[src/rtl/jk_pkg.sv]
// Shared definitions for the JK-cell modulo counter: the {J,K} pin encodings
// and the helper that derives the pin pair for a cell from its current and
// next state.
package jk_pkg;

  // {J,K} encodings as seen at a JK flip-flop cell
  localparam logic [1:0] JK_HOLD = 2'b00;
  localparam logic [1:0] JK_RST  = 2'b01;
  localparam logic [1:0] JK_SET  = 2'b10;
  localparam logic [1:0] JK_TGL  = 2'b11;

  // Drive a cell so it lands on n from q using only hold/set/reset.
  // A 0->1 move raises J, a 1->0 move raises K, otherwise both stay low,
  // so the toggle code can never be produced.
  function automatic logic [1:0] jk_drive(input logic q, input logic n);
    return {~q & n, q & ~n};
  endfunction

endpackage

[src/rtl/jk_cell.sv]
// Single JK flip-flop cell with asynchronous active-low reset to Q=0.
// Provides both Q and Qn.
module jk_cell
  import jk_pkg::*;
(
  input  logic clk,
  input  logic reset_n,
  input  logic j,
  input  logic k,
  output logic q,
  output logic qn
);

  // Classic JK characteristic: hold, reset, set or toggle
  always_ff @(posedge clk or negedge reset_n) begin
    if (!reset_n) begin
      q <= 1'b0;
    end else begin
      case ({j, k})
        JK_HOLD: q <= q;
        JK_RST:  q <= 1'b0;
        JK_SET:  q <= 1'b1;
        default: q <= ~q;
      endcase
    end
  end

  assign qn = ~q;

endmodule

[src/rtl/jk_mod_counter.sv]
// Synchronous modulo-MODULUS up/down counter built from WIDTH JK cells.
// Next-state and modulus logic run in WIDTH+1 bits; each cell is steered to
// the next count through its J/K pins, and the cells' Q outputs are the count.
// Optional build macro JK_MOD_COUNTER_SAT_EN selects saturating mode: the
// count sticks at the ends and wrap flags the first blocked step instead of
// a wrap-around. MODULUS must lie in 2..2**WIDTH.
module jk_mod_counter
  import jk_pkg::*;
#(
  parameter int WIDTH   = 4,
  parameter int MODULUS = 10
) (
  input  logic             clk,
  input  logic             reset_n,
  input  logic             en,
  input  logic             up_dn,
  input  logic             load,
  input  logic [WIDTH-1:0] load_val,
  output logic [WIDTH-1:0] count,
  output logic             wrap
);

  localparam int               W1     = WIDTH + 1;
  localparam logic [WIDTH:0]   MOD_N  = W1'(MODULUS);
  localparam logic [WIDTH:0]   MOD_M1 = W1'(MODULUS - 1);

  logic [WIDTH:0]   q_ext;
  logic [WIDTH:0]   lv_ext;
  logic [WIDTH:0]   next_ext;
  logic [WIDTH-1:0] next_count;
  logic [WIDTH-1:0] qn_vec;
  logic [WIDTH-1:0] j_vec;
  logic [WIDTH-1:0] k_vec;
  logic             q_is_zero;
  logic             wrap_next;

  assign q_ext     = {1'b0, count};
  assign lv_ext    = {1'b0, load_val};
  // All cells cleared: read straight from the complementary outputs
  assign q_is_zero = &qn_vec;

`ifdef JK_MOD_COUNTER_SAT_EN
  logic blocked;
  logic blk_reg;
  logic blk_next;

  // Saturating next state; wrap only on the first of a run of blocked steps
  always_comb begin
    next_ext  = q_ext;
    blocked   = 1'b0;
    blk_next  = blk_reg;
    wrap_next = 1'b0;
    if (load) begin
      next_ext = (lv_ext < MOD_N) ? lv_ext : MOD_M1;
      blk_next = 1'b0;
    end else if (en) begin
      if (up_dn) begin
        if (q_ext >= MOD_M1) begin
          next_ext = MOD_M1;
          blocked  = (q_ext == MOD_M1);
        end else begin
          next_ext = q_ext + W1'(1);
        end
      end else begin
        if (q_ext >= MOD_N) begin
          next_ext = MOD_M1;
        end else if (q_is_zero) begin
          next_ext = '0;
          blocked  = 1'b1;
        end else begin
          next_ext = q_ext - W1'(1);
        end
      end
      blk_next  = blocked;
      wrap_next = blocked & ~blk_reg;
    end
  end

  // Remembers that the previous enabled step was already blocked
  always_ff @(posedge clk or negedge reset_n) begin
    if (!reset_n) blk_reg <= 1'b0;
    else          blk_reg <= blk_next;
  end
`else
  // Wrap-around next state with recovery from out-of-range counts
  always_comb begin
    next_ext  = q_ext;
    wrap_next = 1'b0;
    if (load) begin
      next_ext = (lv_ext < MOD_N) ? lv_ext : MOD_M1;
    end else if (en) begin
      if (up_dn) begin
        if (q_ext >= MOD_M1) begin
          next_ext  = '0;
          wrap_next = (q_ext == MOD_M1);
        end else begin
          next_ext = q_ext + W1'(1);
        end
      end else begin
        if (q_ext >= MOD_N) begin
          next_ext = MOD_M1;
        end else if (q_is_zero) begin
          next_ext  = MOD_M1;
          wrap_next = 1'b1;
        end else begin
          next_ext = q_ext - W1'(1);
        end
      end
    end
  end
`endif

  assign next_count = next_ext[WIDTH-1:0];

  // One JK cell per bit, driven toward the next count
  generate
    for (genvar gi = 0; gi < WIDTH; gi++) begin : g_cell
      assign {j_vec[gi], k_vec[gi]} = jk_drive(count[gi], next_count[gi]);

      jk_cell u_cell (
        .clk     (clk),
        .reset_n (reset_n),
        .j       (j_vec[gi]),
        .k       (k_vec[gi]),
        .q       (count[gi]),
        .qn      (qn_vec[gi])
      );
    end
  endgenerate

  // Registered terminal-count / blocked-step pulse
  always_ff @(posedge clk or negedge reset_n) begin
    if (!reset_n) wrap <= 1'b0;
    else          wrap <= wrap_next;
  end

endmodule

[config.mk]
export PLATFORM = sky130hd
export DESIGN_NAME = jk_mod_counter
export DESIGN_NICKNAME = d
export VERILOG_FILES = /design/src/rtl/jk_pkg.sv /design/src/rtl/jk_cell.sv /design/src/rtl/jk_mod_counter.sv
export SDC_FILE = /design/constraint.sdc
export NUM_CORES = 1
export LEC_CHECK = 0
export ABC_CLOCK_PERIOD_IN_PS = 2300
export BUFFER_PORTS_ARGS = -buffer_cell sky130_fd_sc_hd__buf_2
export CORE_ASPECT_RATIO = 2
export CORE_MARGIN = 1.5
export CORE_UTILIZATION = 25
export CTS_CLUSTER_DIAMETER = 30
export DETAILED_ROUTE_END_ITERATION = 6
export GPL_ROUTABILITY_DRIVEN = 0
export PLACE_DENSITY = 0.54
export RECOVER_POWER = 50
export SETUP_SLACK_MARGIN = 0.4
export SLEW_MARGIN = 20
export SYNTH_ARGS = -nofsm -noshare
export SYNTH_HDL_FRONTEND = slang
export SYNTH_HIERARCHICAL = 1
export SYNTH_SLANG_ARGS = --single-unit
[constraint.sdc]
create_clock -name clk -period 2.3 [get_ports clk]
set_input_delay 0.23 -clock clk [delete_from_list [all_inputs] [get_ports clk]]
set_output_delay 0.23 -clock clk [all_outputs]
set_load 0.05 [all_outputs]
==> flow_metrics.env, run 1 <==
export IMPL_outcome="completed"
export IMPL_grt_max_degree=13
export IMPL_final_common_cell="inv_1"
export IMPL_path_max_fanout=7
export IMPL_worst_slew_pin_transition_ns=0.5911
export IMPL_setup_violations=0
export IMPL_die_w_um=42.39
export IMPL_crit_buf_inv=2
export IMPL_clk_latency_ns=0.22
export IMPL_place_hpwl_um=1757
export IMPL_wl_met1_um=820
export IMPL_netlist_area_um2=775.7
export IMPL_cts_path_max_buffers=2
export IMPL_wirelength_um=2372
export IMPL_finalNonFillerCells=163
export IMPL_cts_tree="built"
export IMPL_wl_per_cell_um=14.55
export IMPL_crit_type="reg2reg"
export IMPL_fin_nets=154
export IMPL_core_um2=2943
export IMPL_grt_pass1_wl_um=4015
export IMPL_cp_arrival_ns=2.30
export IMPL_fp_dieH_um=81.78
export IMPL_cts_root_buf="clkbuf_8"
export IMPL_ir_drop_v=0.0004167
export IMPL_area_growth_syn_to_layout_pct=51.13
export IMPL_route_met2_wl_um=1397
export IMPL_path_delay_family="simple AND/OR/NAND/NOR gates"
export IMPL_hold_violations=0
export IMPL_first_iter_violations=25
export IMPL_ys_ff_latch=5
export IMPL_rsz0062_at_grt="yes"
export IMPL_synth_cells=102
export IMPL_die_area_um2=3466
export IMPL_drtPass1Iterations=4
export IMPL_crit_required_ns=2.42
export IMPL_hold_slack_ns=0.3436
export IMPL_power_leakage_nw=0.5227
export IMPL_slowest_stage="dfrtp_4"
export IMPL_antenna_found_initial=0
export IMPL_htree_levels=1
export IMPL_maxSlewHeadroom_pct=60.76
export IMPL_path_cells="inv_4 > ha_4 > or3b_4 > a21oi_1 > a21oi_1 > inv_1 > ha_4 > nor2b_1 > o31ai_2"
export IMPL_drive_above_1_share_pct=43.61
export IMPL_initial_core_util_pct=26.36
export IMPL_met3_length_um=60
export IMPL_top_layer="met4"
export IMPL_hold_path_class="in2reg"
export IMPL_grt_util_all_layers_pct=15.04
export IMPL_clock_sinks=5
export IMPL_vias=848
export IMPL_clkTransAtPathRegs_ns=0.04
export IMPL_final_area_um2=1172
export IMPL_crit_path_start_kind="flip-flop"
export IMPL_ys_types=34
export IMPL_dp_cells=146
export IMPL_skew_ns=0.003654
export IMPL_drv_cap=0
export IMPL_via_per_inst=5.202
export IMPL_place_area_um2=944.7
export IMPL_end_kind="flip-flop"
export IMPL_finalCriticalPeriod_ns=2.180
export IMPL_grt_overflow=0
export IMPL_diodes=0
export IMPL_drc=0
export IMPL_timing_final_crit_share_pct=94.79
export IMPL_port_buffers=13
export IMPL_rows=28
export IMPL_powerDensity_nw_per_um2=1325
export IMPL_synth_fp_nets=122
export IMPL_synth_seq_area_share_pct=16.13
export IMPL_final_cell_mix="inv_1 (15), buf_4 (14), buf_2 (10)"
export IMPL_ant_nets=0
export IMPL_cpPeakStageDelay_ns=0.52
export IMPL_slew_violations=0
export IMPL_cts_buffers=3
export IMPL_first_global_vias=981
export IMPL_ios=14
export IMPL_syn_avg_cell_area_um2=7.605
export IMPL_postLayoutCoreUtil_pct=39.84
export IMPL_n_fill_cell=308
export IMPL_yosys_warnings=6
export IMPL_timing_fmax_mhz=458.7
registers in the layout, summed over array words and instances (netlist names):
name,flops
wrap,1
g_cell.u_cell/q,4
report_power, final:
part,internal [mW],leakage (nW),total (mW),switching (mW)
combinational,0.542,0.442,1.17,0.626
clock,0.119,0.0228,0.166,0.0468
sequential,0.143,0.0581,0.219,0.0766
layer usage:
metal | vias up | global-route usage (%)
li1 | 422 | -
met5 | - | 0
met1 | 395 | 12.83
met4 | 0 | 9.375
met3 | 8 | 1.099
met2 | 23 | 31.54
layout make-up:
cell class | count | area [µm²] | share of cell area, %
multi-input combinational | 75 | 686.9 | 58.59
timing repair buffer | 29 | 187.7 | 16.01
tap | 30 | 37.54 | 3.202
clock buffer | 4 | 45.04 | 3.842
sequential | 5 | 135.1 | 11.53
inverter | 20 | 80.08 | 6.830
path summary, 6_finish.rpt:
kind | to | cells past startpoint | from | slack, ns
max in group asynchronous | g_cell[1].u_cell/q | 2 | reset_n | 1.59
min in group asynchronous | g_cell[3].u_cell/q | 2 | reset_n | 0.42
setup / recovery | g_cell[3].u_cell/q | 9 | g_cell[1].u_cell/q | 0.12
setup reg to reg | g_cell[3].u_cell/q | 9 | g_cell[1].u_cell/q | 0.12
hold / removal | wrap | 3 | en | 0.34
hold reg to reg | g_cell[2].u_cell/q | 3 | g_cell[2].u_cell/q | 0.71
cells by family (layout without fill, tap and decap cells):
kind of cell | Yosys count | in the layout | synth area share [%]
AO/OA/AOI/OAI | 27 | 27 | 25.81
adder cells (fa/ha/maj) | 11 | 11 | 17.74
buffers and inverters | 22 | 53 | 11.77
flip-flops | 5 | 5 | 16.13
multiplexers | 1 | 1 | 1.290
AND/OR/NAND/NOR | 36 | 36 | 27.26
Yosys cell counts, drive strengths merged:
master,count,share of area [%]
nand2,6,2.9
a21oi,6,3.9
a31o,1,1.1
and4,1,1.1
a31oi,4,3.2
nand2b,2,2.6
o21ai,4,2.6
buf,2,2.1
inv,20,9.7
o211ai,1,0.97
o21a,1,0.97
or4,1,0.97
dfrtp,5,16
nand3,5,3.2
a32oi,1,1.1
nor2,3,1.5
nor2b,10,8.1
or3b,1,1.1
mux2i,1,1.3
and3b,1,1.1
ha,11,18
a41oi,1,1.1
o31ai,5,7.4
o41ai,2,2.3
nand3b,1,0.97
and3,1,0.81
o2bb2ai,1,1.1
nor3,2,1.3
or3,1,0.81
nand4,1,0.81
worst register-to-register path: stages, from the launching register on:
cell and delay, ns:
dfrtp_4 0.52, inv_4 0.09, ha_4 0.13, or3b_4 0.41, a21oi_1 0.16, a21oi_1 0.08, inv_1 0.12, ha_4 0.22
nor2b_1 0.13, o31ai_2 0.23
metrics by stage:
stage                       TNS, ns  worst slack (ns)  power [mW]
after global placement     -0.02533          -0.02533       1.099
after floorplan                   0            0.1092      0.8967
after detailed placement  -0.008976         -0.008976       1.123
after CTS                         0            0.1138       1.532
after global routing              0          0.003962       1.683
final                             0            0.1198       1.553
what timing repair did:
item	CTS	global route
endpoints found under the setup margin	4	4
resized for setup	12	1
hold buffers	1	0
buffers inserted	11	1
pin swaps	7	2
hold endpoints to repair	5	0
Power figures use the tool's default switching activity.
==> run 2, diff against run 1 <==
--- a/config.mk
+++ b/config.mk
@@ -7,13 +7,12 @@
 export LEC_CHECK = 0
 export ABC_CLOCK_PERIOD_IN_PS = 2300
 export BUFFER_PORTS_ARGS = -buffer_cell sky130_fd_sc_hd__buf_2
-export CORE_ASPECT_RATIO = 2
 export CORE_MARGIN = 1.5
-export CORE_UTILIZATION = 25
+export CORE_UTILIZATION = 49
 export CTS_CLUSTER_DIAMETER = 30
 export DETAILED_ROUTE_END_ITERATION = 6
 export GPL_ROUTABILITY_DRIVEN = 0
-export PLACE_DENSITY = 0.54
+export PLACE_DENSITY = 0.84
 export RECOVER_POWER = 50
 export SETUP_SLACK_MARGIN = 0.4
 export SLEW_MARGIN = 20
==> flow_metrics.env, run 2 (synthesized netlist as in run 1, its figures left out) <==
export IMPL_outcome="completed"
export IMPL_largest_register="g_cell.u_cell/q"
export IMPL_first_global_vias=768
export IMPL_slowest_stage="dfrtp_4"
export IMPL_grt_util_all_layers_pct=22.38
export IMPL_path_delay_family="simple AND/OR/NAND/NOR gates"
export IMPL_drv_cap=0
export IMPL_core_um2=1489
export IMPL_rows=14
export IMPL_port_buffers=13
export IMPL_grt_max_degree=14
export IMPL_rsz0062_at_grt="yes"
export IMPL_r2r_end="g_cell[3].u_cell/q"
export IMPL_antenna_found_initial=0
export IMPL_clock_sinks=5
export IMPL_skew_ns=0.009968
export IMPL_drc=0
export IMPL_hold_start="en"
export IMPL_finalCriticalPeriod_ns=2.258
export IMPL_crit_path_frequent_cell="a21oi_1"
export IMPL_power_leakage_nw=0.5100
export IMPL_top_regs="g_cell.u_cell/q: 4 flops, wrap: 1 flops"
export IMPL_timing_final_crit_share_pct=98.16
export IMPL_fin_nets=151
export IMPL_hold_violations=0
export IMPL_cts_buffers=3
export IMPL_r2r_start="g_cell[0].u_cell/q"
export IMPL_worst_slew_pin_transition_ns=0.6261
export IMPL_die_area_um2=1831
export IMPL_grt_pass1_wl_um=3201
export IMPL_clkTransAtPathRegs_ns=0.05
export IMPL_dp_cells=130
export IMPL_hold_path_class="in2reg"
export IMPL_vias=875
export IMPL_worstHoldPathCells=3
export IMPL_ir_drop_v=0.0007449
export IMPL_ios=14
export IMPL_finalNonFillerCells=146
export IMPL_setup_violations=0
export IMPL_cts_root_buf="clkbuf_4"
export IMPL_path_max_fanout=5
export IMPL_wirelength_um=2368
export IMPL_htree_levels=1
export IMPL_drive_above_1_share_pct=47.69
export IMPL_clk_latency_ns=0.25
export IMPL_initial_core_util_pct=52.10
export IMPL_slew_violations=0
export IMPL_via_per_inst=5.993
export IMPL_powerDensity_nw_per_um2=1338
export IMPL_timing_fmax_mhz=442.9
export IMPL_die_w_um=42.79
export IMPL_path_cells="ha_2 > or3b_4 > a21oi_1 > a21oi_1 > inv_1 > ha_4 > nor2b_1 > o31ai_2"
export IMPL_crit_path_start_kind="flip-flop"
export IMPL_reg2reg_setup_slack_ns=0.04
export IMPL_place_hpwl_um=1352
export IMPL_area_growth_syn_to_layout_pct=48.39
export IMPL_cp_arrival_ns=2.41
export IMPL_grt_overflow=0
export IMPL_diodes=0
export IMPL_cts_tree="built"
export IMPL_wl_per_cell_um=16.22
export IMPL_r2r_cells=8
export IMPL_crit_buf_inv=1
export IMPL_first_iter_violations=24
export IMPL_drtPass1Iterations=4
export IMPL_fp_dieH_um=42.79
export IMPL_final_common_cell="inv_1"
export IMPL_maxSlewHeadroom_pct=58.44
export IMPL_largest_reg_flops=4
export IMPL_n_fill_cell=116
export IMPL_crit_required_ns=2.45
export IMPL_crit_type="reg2reg"
export IMPL_min_to="wrap"
export IMPL_cpPeakStageDelay_ns=0.52
export IMPL_cts_path_max_buffers=2
export IMPL_end_kind="flip-flop"
export IMPL_final_cell_mix="inv_1 (13), buf_4 (10), buf_2 (10)"
export IMPL_power_mw=1.540
export IMPL_ant_nets=0
## run 2: changes by cell type in the layout (fill, tap and decap cells not counted), moves of 2 or more
cell      change
inv_2         +2
clkbuf_8      -3
inv_1         -2
buf_4         -4
clkbuf_4      +3
## run 2: final cells by class
type / count / area (µm²) / area share (%)
Tap cell: 16 / 20.02 / 1.739
Multi-Input combinational cell: 75 / 720.7 / 62.61
Sequential cell: 5 / 135.1 / 11.74
Inverter: 20 / 80.08 / 6.957
Clock buffer: 4 / 26.28 / 2.283
Timing Repair Buffer: 26 / 168.9 / 14.67
## run 2: tightest hold or removal path, stage by stage
cell      delay [ns]
buf_2           0.13
nand2b_4        0.10
a21oi_1         0.05
## run 2: worst max path at each step
stage / startpoint / end / cells after the start
2_1_floorplan: g_cell[1].u_cell/q / g_cell[0].u_cell/q / 9
3_3_place_gp: g_cell[1].u_cell/q / g_cell[1].u_cell/q / 9
3_5_place_dp: g_cell[1].u_cell/q / g_cell[2].u_cell/q / 9
4_1_cts: g_cell[0].u_cell/q / g_cell[2].u_cell/q / 9
5_1_grt: g_cell[1].u_cell/q / g_cell[3].u_cell/q / 9
6_report: g_cell[0].u_cell/q / g_cell[3].u_cell/q / 8
## run 2: repair_timing
action	4_1_cts	5_1_grt
hold endpoints to repair	5	0
resized for setup	9	15
buffers inserted	8	3
endpoints found under the setup margin	4	4
pin swaps	8	9
hold buffers	1	0
cloned	0	0
## run 2: stage by stage
stage	setup WS [ns]	hold WS [ns]	TNS [ns]	utilization (%)	cell area, µm²
2_1_floorplan	0.1092	-0.06559	0	-	835.8
3_3_place_gp	0.1168	0.05503	0	61.26	912.1
3_5_place_dp	0.06096	0.05557	0	61.26	912.1
4_1_cts	0.1211	0.2938	0	70.76	1054
5_1_grt	-0.03551	0.3252	-0.05392	77.31	1151
6_report	0.04240	0.3137	0	77.31	1151
## run 2: layer usage
metal	wire [µm]	part of all wire [%]	global-route usage, %	up-vias
met5	0	0	0	-
met4	35	1.5	11.25	0
met3	68	2.9	2.553	4
met2	1260	53	37.58	33
met1	1003	42	27.76	424
li1	-	-	-	414
## run 2: where the power goes
group	switching (mW)	leakage [nW]	internal (mW)	total (mW)
logic	0.635	0.437	0.540	1.17
clock network	0.0400	0.0150	0.0659	0.106
registers	0.118	0.0581	0.142	0.260
total	0.793	0.510	0.747	1.54
==> run 3, diff against run 2 <==
--- a/config.mk
+++ b/config.mk
@@ -14,6 +14,7 @@
 export GPL_ROUTABILITY_DRIVEN = 0
 export PLACE_DENSITY = 0.84
 export RECOVER_POWER = 50
+export REMOVE_ABC_BUFFERS = 1
 export SETUP_SLACK_MARGIN = 0.4
 export SLEW_MARGIN = 20
 export SYNTH_ARGS = -nofsm -noshare
==> flow_metrics.env, run 3 (synthesized netlist as in run 1, its figures left out) <==
export IMPL_hold_path_class="in2reg"
export IMPL_clock_sinks=5
export IMPL_ant_nets=0
export IMPL_grt_max_degree=14
export IMPL_first_global_vias=917
export IMPL_drc=0
export IMPL_path_max_fanout=5
export IMPL_die_area_um2=1831
export IMPL_power_leakage_nw=0.5195
export IMPL_final_common_cell="buf_4"
export IMPL_final_cell_mix="buf_4 (15), inv_1 (13), buf_2 (10)"
export IMPL_multi_input_area_um2=694.4
export IMPL_finalCriticalPeriod_ns=2.222
export IMPL_die_w_um=42.79
export IMPL_antenna_found_initial=0
export IMPL_via_per_inst=5.901
export IMPL_startpoint="g_cell[0].u_cell/q"
export IMPL_cts_root_buf="clkbuf_4"
export IMPL_end_kind="flip-flop"
export IMPL_drv_cap=0
export IMPL_htree_levels=1
export IMPL_outcome="completed"
export IMPL_fp_dieH_um=42.79
export IMPL_cts_buffers=3
export IMPL_min_to="wrap"
export IMPL_cts_tree="built"
export IMPL_crit_path_start_kind="flip-flop"
export IMPL_cts_path_max_buffers=2
export IMPL_worstHoldPathCells=3
export IMPL_worst_slack_ns=0.07842
export IMPL_dp_slack_ns=0.01211
export IMPL_reg2reg_setup_slack_ns=0.08
export IMPL_powerDensity_nw_per_um2=1334
export IMPL_port_buffers=13
export IMPL_rows=14
export IMPL_fin_nets=156
export IMPL_ir_drop_v=0.0009936
export IMPL_diodes=0
export IMPL_ios=14
export IMPL_finalNonFillerCells=151
export IMPL_timing_fmax_mhz=450.1
export IMPL_r2r_cells=10
export IMPL_grt_pass1_wl_um=3829
export IMPL_drive_above_1_share_pct=46.67
export IMPL_initial_core_util_pct=52.10
export IMPL_clk_latency_ns=0.26
export IMPL_grt_overflow=0
export IMPL_top_regs="g_cell.u_cell/q: 4 flops, wrap: 1 flops"
export IMPL_crit_type="reg2reg"
export IMPL_wirelength_um=2429
export IMPL_hold_violations=0
export IMPL_largest_register="g_cell.u_cell/q"
export IMPL_area_growth_syn_to_layout_pct=48.23
export IMPL_place_hpwl_um=1360
export IMPL_cp_arrival_ns=2.39
export IMPL_setup_violations=0
export IMPL_r2r_end="g_cell[3].u_cell/q"
export IMPL_timing_final_crit_share_pct=96.59
export IMPL_clkTransAtPathRegs_ns=0.05
export IMPL_slew_violations=0
export IMPL_worst_slew_pin_transition_ns=0.5878
export IMPL_n_fill_cell=93
export IMPL_skew_ns=0.001724
export IMPL_crit_required_ns=2.47
export IMPL_core_um2=1489
export IMPL_rsz0062_at_grt="yes"
export IMPL_r2r_start="g_cell[0].u_cell/q"
export IMPL_vias=891
export IMPL_first_iter_violations=50
export IMPL_wl_per_cell_um=16.09
export IMPL_drtPass1Iterations=5
export IMPL_dp_cells=133
export IMPL_grt_util_all_layers_pct=27.57
export IMPL_seqCellArea_um2=127.6
export IMPL_hold_start="en"
export IMPL_largest_reg_flops=4
export IMPL_maxSlewHeadroom_pct=60.98
==> run 3: how the worst max path moves through the flow <==
stage,slack [ns],cells after the start,endpoint
2_1_floorplan,-0.31,9,g_cell[1].u_cell/q
3_3_place_gp,0.12,9,g_cell[1].u_cell/q
3_5_place_dp,0.01,9,g_cell[1].u_cell/q
4_1_cts,0.18,9,g_cell[2].u_cell/q
5_1_grt,0.03,10,g_cell[3].u_cell/q
6_report,0.08,10,g_cell[3].u_cell/q
==> run 3: worst max-delay path: stages (launching register included) <==
cell and delay (ns):
dfrtp_2 0.45, inv_2 0.10, ha_4 0.14, or3b_4 0.42, buf_4 0.16, a21oi_4 0.13, a21oi_2 0.08, inv_2 0.08
ha_4 0.20, nor2b_2 0.15, o31ai_2 0.21
==> run 3: what timing repair did <==
item | CTS | global route
pin swaps | 17 | 12
setup endpoints to repair | 4 | 4
hold buffers | 1 | 0
hold endpoints to repair | 5 | 0
resized for setup | 26 | 8
buffers inserted | 11 | 2
==> run 3: final cells by class <==
class                      instances  area share [%]
multi-input combinational         75           60.39
clock buffer                       4           2.285
timing repair buffer              31           17.95
tap                               16           1.741
sequential                         5           11.10
inverter                          20           6.529
==> run 3: layer usage <==
| layer | GRT usage, % | up-vias | wire length (µm) |
|---|---|---|---|
| li1 | - | 425 | - |
| met4 | 10.63 | 0 | 61 |
| met1 | 30.99 | 418 | 977 |
| met3 | 5.532 | 6 | 143 |
| met5 | 0 | - | 0 |
| met2 | 50.00 | 42 | 1245 |
==> run 3: power breakdown <==
group	leakage [nW]	switching [mW]	internal [mW]
registers	0.0604	0.0644	0.130
clock network	0.0150	0.0506	0.0665
logic	0.444	0.667	0.556
==> run 3: through the flow <==
step / area, µm² / util (%) / total power, mW / setup TNS (ns) / hold WS [ns]
floorplan: 759.5 / - / 0.7851 / -0.8086 / -0.06559
global placement: 874.6 / 58.74 / 0.9595 / 0 / 0.05951
detailed placement: 874.6 / 58.74 / 0.9968 / 0 / 0.06597
CTS: 1119 / 75.13 / 1.406 / 0 / 0.2904
global route: 1150 / 77.23 / 1.625 / 0 / 0.2865
finish: 1150 / 77.23 / 1.534 / 0 / 0.2805
